## src/rtl/fb_scanout.sv

```systemverilog
// Framebuffer scan-out: reads the 64x32 1-bpp framebuffer tile by tile
// (8 rows x 8 pixels), transposes each tile into 8 vertical-pixel page
// bytes and streams them out over a valid/ready byte interface.
module fb_scanout #(
  parameter logic [15:0] SCREEN_START = 16'h0100
) (
  input  logic        i_clk,
  input  logic        i_reset,
  input  logic        i_start,
  output logic        o_busy,
  output logic        o_frame_done,
  output logic        o_mem_read,
  output logic [15:0] o_mem_addr,
  input  logic [7:0]  i_mem_read_byte,
  output logic        o_out_valid,
  output logic [7:0]  o_out_data,
  output logic        o_out_last,
  input  logic        i_out_ready
);

  typedef enum logic [1:0] {S_IDLE, S_FETCH, S_EMIT, S_DONE} state_t;

  state_t           r_state, w_state_n;
  logic [1:0]       r_p, w_p_n;
  logic [2:0]       r_c, w_c_n;
  logic [2:0]       r_r, w_r_n;
  logic [2:0]       r_k, w_k_n;
  logic [7:0][7:0]  r_tile, w_tile_n;
  logic             r_busy, w_busy_n;
  logic             r_frame_done, w_frame_done_n;
  logic             r_mem_read, w_mem_read_n;
  logic [15:0]      r_mem_addr, w_mem_addr_n;
  logic             r_out_valid, w_out_valid_n;
  logic [7:0]       r_out_data, w_out_data_n;
  logic             r_out_last, w_out_last_n;
  logic             w_hs;

  // Byte address of framebuffer row (8p+r), byte column c; wraps at 16 bits.
  function automatic logic [15:0] f_addr(input logic [1:0] p, input logic [2:0] r,
                                         input logic [2:0] c);
    return SCREEN_START + {8'h00, p, r, c};
  endfunction

  assign w_hs = r_out_valid & i_out_ready;

  // Next-state and next-output logic; all outputs leave this block registered.
  always_comb begin
    w_state_n      = r_state;
    w_p_n          = r_p;
    w_c_n          = r_c;
    w_r_n          = r_r;
    w_k_n          = r_k;
    w_tile_n       = r_tile;
    w_busy_n       = r_busy;
    w_frame_done_n = 1'b0;
    w_mem_read_n   = 1'b0;
    w_mem_addr_n   = 16'h0000;
    w_out_valid_n  = r_out_valid;
    w_out_data_n   = 8'h00;
    w_out_last_n   = 1'b0;
    case (r_state)
      S_IDLE: begin
        if (i_start) begin
          w_busy_n     = 1'b1;
          w_p_n        = 2'd0;
          w_c_n        = 3'd0;
          w_r_n        = 3'd0;
          w_k_n        = 3'd0;
          w_mem_read_n = 1'b1;
          w_mem_addr_n = f_addr(2'd0, 3'd0, 3'd0);
          w_state_n    = S_FETCH;
        end
      end
      S_FETCH: begin
        // r_mem_read high marks the wait cycle; data lands the cycle after.
        if (!r_mem_read) begin
          w_tile_n[r_r] = i_mem_read_byte;
          if (r_r != 3'd7) begin
            w_r_n        = r_r + 3'd1;
            w_mem_read_n = 1'b1;
            w_mem_addr_n = f_addr(r_p, w_r_n, r_c);
          end else begin
            w_k_n         = 3'd0;
            w_out_valid_n = 1'b1;
            w_state_n     = S_EMIT;
          end
        end
      end
      S_EMIT: begin
        if (w_hs) begin
          if (r_k != 3'd7) begin
            w_k_n = r_k + 3'd1;
          end else if (r_out_last) begin
            w_out_valid_n  = 1'b0;
            w_frame_done_n = 1'b1;
            w_state_n      = S_DONE;
          end else begin
            {w_p_n, w_c_n} = {r_p, r_c} + 5'd1;
            w_r_n          = 3'd0;
            w_k_n          = 3'd0;
            w_out_valid_n  = 1'b0;
            w_mem_read_n   = 1'b1;
            w_mem_addr_n   = f_addr(w_p_n, 3'd0, w_c_n);
            w_state_n      = S_FETCH;
          end
        end
      end
      default: begin
        w_busy_n  = 1'b0;
        w_state_n = S_IDLE;
      end
    endcase
    // Column k of the tile becomes one page byte: row j -> bit j.
    if (w_out_valid_n) begin
      for (int j = 0; j < 8; j++) w_out_data_n[j] = w_tile_n[j][~w_k_n];
      w_out_last_n = (w_p_n == 2'd3) && (w_c_n == 3'd7) && (w_k_n == 3'd7);
    end
  end

  // State register; reset aborts any frame in progress.
  always_ff @(posedge i_clk or posedge i_reset) begin
    if (i_reset) begin
      r_state      <= S_IDLE;
      r_p          <= 2'd0;
      r_c          <= 3'd0;
      r_r          <= 3'd0;
      r_k          <= 3'd0;
      r_tile       <= '0;
      r_busy       <= 1'b0;
      r_frame_done <= 1'b0;
      r_mem_read   <= 1'b0;
      r_mem_addr   <= 16'h0000;
      r_out_valid  <= 1'b0;
      r_out_data   <= 8'h00;
      r_out_last   <= 1'b0;
    end else begin
      r_state      <= w_state_n;
      r_p          <= w_p_n;
      r_c          <= w_c_n;
      r_r          <= w_r_n;
      r_k          <= w_k_n;
      r_tile       <= w_tile_n;
      r_busy       <= w_busy_n;
      r_frame_done <= w_frame_done_n;
      r_mem_read   <= w_mem_read_n;
      r_mem_addr   <= w_mem_addr_n;
      r_out_valid  <= w_out_valid_n;
      r_out_data   <= w_out_data_n;
      r_out_last   <= w_out_last_n;
    end
  end

  assign o_busy       = r_busy;
  assign o_frame_done = r_frame_done;
  assign o_mem_read   = r_mem_read;
  assign o_mem_addr   = r_mem_addr;
  assign o_out_valid  = r_out_valid;
  assign o_out_data   = r_out_data;
  assign o_out_last   = r_out_last;

endmodule

```

## config.mk

```make
export PLATFORM = sky130hd
export DESIGN_NAME = fb_scanout
export DESIGN_NICKNAME = d
export VERILOG_FILES = /design/src/rtl/fb_scanout.sv
export SDC_FILE = /design/constraint.sdc
export NUM_CORES = 1
export LEC_CHECK = 0
export BUFFER_PORTS_ARGS = -buffer_cell sky130_fd_sc_hd__buf_2
export CAP_MARGIN = 40
export CORE_UTILIZATION = 40
export CTS_CLUSTER_SIZE = 12
export DETAILED_ROUTE_END_ITERATION = 8
export PLACE_DENSITY = 0.59
export SLEW_MARGIN = 5
export SYNTH_ARGS = -nofsm -noshare
export SYNTH_HDL_FRONTEND = slang
export SYNTH_SLANG_ARGS = --single-unit
```

## constraint.sdc

```tcl
create_clock -name i_clk -period 4.7 [get_ports i_clk]
set_input_delay 0 -clock i_clk [delete_from_list [all_inputs] [get_ports i_clk]]
set_output_delay 0 -clock i_clk [all_outputs]
set_load 0.01 [all_outputs]
```

==> results.toml <==
[status]
status = "finished, violations left"
failed_checks = "DRC"

[logic_synthesis]
ys_seq_area_share_pct = 50.4
syn_area_per_cell_um2 = 11.3
synth.distinct_cells = 54
async_flop_share_pct = 100
syn_inst = 430
yosys.area.top_type = "dfrtp_1"
yosysTopAreaCellShare_pct = 50.4
synth_simple_gate_area_share_pct = 19.4
synthAdderAreaFrac_pct = 3.09
ys_warn_count = 0
ys_seq_elements = 98
synth_compound_gate_area_share_pct = 8.49
synth_xor_area_share_pct = 0.180
synth_edf_count = 0
synth.mux.area_fraction_pct = 15.0
synthFlopType = "dfrtp_1"
synth_top_family_by_area = "simple AND/OR/NAND/NOR gates"
synth_area_um2 = 4860
synth.area.top_cells = "dfrtp_1 50%, mux2_2 9.3%, mux2_1 5.6%"

[timing]
min_period_over_period_pct = 71.6
fmax_mhz = 297
setup_viol_count_final = 0
fin_setup_tns_ns = 0
fin_worst_skew_ns = 0.00993
slew_violations = 0
min_period_ns = 3.36
finalHoldViolations = 0
worst_pin_slew_ns = 0.875
relSlewSlack_pct = 41.3
rsz0062_at_grt = "no"

[setup_path]
slowest_stage = "o32ai_4"
rr_startpoint = "r_r[0]"
endpoint_kind = "flop"
cp_max_fo = 18
start_kind = "flop"
critical_path_class = "reg2reg"
crit_chain = "ha_1 -> ha_1 -> nand2b_1 -> a22o_2 -> o32ai_4 -> inv_4 -> a211oi_4 -> or3b_1 -> nand4_1"
critPathMostFrequentCell = "ha_1"
cp.required_ns = 4.99
timing.critical_path.slowest_cell_delay_ns = 0.76
cp_data_arrival_time_ns = 3.66
startpoint = "r_r[0]"

[floorplan]
die_y_um = 112
initial_core_util_pct = 41.9
pin_count = 41
chipWidth_um = 112
core_area_um2 = 11600
die_area_um2 = 12600
row_count = 39

[route]
ant_nets = 0
routed_wl_mm = 10.8
wire_per_inst_um = 17.6
routed-via-count = 3315
drc = 3
first_pass_iters = 7
via_per_inst = 5.41
drtIter0Drc = 215

[min_path]
hp-start = "i_mem_read_byte[0]"
min_path_type = "in2reg"

[grt]
grt_pass1_vias = 3319
grt-ovfl-total = 0
antenna_found_initial = 0
track_usage_pct = 18.7
grt_pass1_wl_mm = 17.9
grt_max_degree = 61

[clocking]
numCtsBuffers = 9
path_clk_slew_ns = 0.07
cts-root-buf = "clkbuf_16"
cts_resized = 0
htreeDepth = 3
cts.sinks = 98
tritoncts = "yes"
clockBufferDepth = 2
cts_setup_buffers = 0
hold_buffers = 3
clk_latency_ns = 0.35

[finish]
drive_gt1_share_pct = 21.9
register_area_um2 = 2450
fin_area_um2 = 5460
num-fill-cells = 1078
diodes = 0
fin_nets = 490
multi_input_area_um2 = 2270
final_cell_mix = "98 x dfrtp_1, 47 x nor2_1, 40 x mux2_2"
final_common_cell = "dfrtp_1"
area_delta_synth_final_pct = 12.2

[placed_design]
dp_hpwl_mm = 7.79
routabilityCongestion = 0.815
placed_area_um2 = 5150
place.port_buffers = 33

[power]
power_density_nw_per_um2 = 435
ir_drop_uv = 269
total_power_w = 0.00238
leakagePower_nw = 2.53

[run]
cap_viol_max_count = 0
==> area by class of cell <==
class                   count  area share [%]
flip-flops and latches     98            44.9
well taps                 143            3.28
multi-input cells         308            41.7
repair buffers             38            4.22
clock inverters             6           0.894
inverters                  11           0.848
clock buffers               9            4.13
==> flip-flops by register name, indices dropped and copies added, names as in the netlist <==
name	flops
o_out_last	1
r_k	3
o_out_data	8
o_frame_done	1
o_mem_read	1
o_out_valid	1
r_tile	64
r_state	2
r_c	3
o_busy	1
o_mem_addr	8
r_r	3
r_p	2
==> cell usage after synthesis, types with 2 or more instances <==
master / number
mux2_2: 40
ha_1: 12
o21a_1: 4
clkbuf_1: 5
nand4b_1: 2
buf_2: 5
o31ai_1: 2
a22oi_1: 2
dfrtp_1: 98
nor3_1: 17
nor2_1: 47
or3b_1: 24
nand3b_1: 2
or4b_1: 8
nand2b_1: 5
or3_1: 2
nor3_4: 3
mux2_1: 24
o21ai_0: 14
nor3b_1: 2
buf_4: 8
nand3_1: 5
and3_1: 2
inv_1: 9
and2_1: 3
nand2_1: 22
nand4_1: 9
a21oi_1: 28
==> critical path, delay by kind of cell, from the launching register on <==
family          cells  cell delay (ns)
compound gates      3             1.42
simple gates        3             0.68
flops               1             0.51
fa+ha+maj           2             0.46
buf+inv             1             0.23
==> metrics by stage <==
stage / util, % / cells / hold slack [ns] / setup WS [ns]
6_report: 47.0 / 613 / 0.0113 / 1.34
2_1_floorplan: - / 436 / 0.154 / 2.14
3_3_place_gp: 44.1 / 594 / -0.00541 / 1.42
4_1_cts: 47.0 / 613 / 0.000616 / 1.37
5_1_grt: 47.0 / 613 / 0.0161 / 1.14
3_5_place_dp: 44.4 / 595 / -0.00250 / 1.40
==> logic make-up (layout without fill, tap and decap cells) <==
family	after synthesis	after routing
XOR/XNOR	1	1
buffers and inverters	30	64
adder cells (fa/ha/maj)	12	12
multiplexers	65	65
AND/OR/NAND/NOR	160	160
AO/OA/AOI/OAI	63	63
other	1	7
flip-flops	98	98
==> metal layers <==
metal / vias to the layer above / global-route usage, % / wire [um]
met5: - / 0 / 0
met4: 0 / 7.11 / 116
met3: 6 / 3.89 / 435
met2: 58 / 28.2 / 5070
met1: 1655 / 26.4 / 5190
li1: 1596 / - / -
==> final timing paths <==
check / cells after the start / to / slack [ns]
setup / recovery: 9 / o_out_data[0] / 1.34
hold / removal: 2 / r_tile[8] / 0.01
setup reg to reg: 9 / o_out_data[0] / 1.34
hold reg to reg: 1 / r_tile[12] / 0.49
max in group asynchronous: 5 / r_tile[44] / 3.67
min in group asynchronous: 3 / r_tile[11] / 0.16
==> where the power goes <==
part	internal, W	switching (W)
Clock	0.000363	0.000335
Sequential	0.00102	0.0000699
Combinational	0.000243	0.000348
Power figures use the tool's default switching activity.
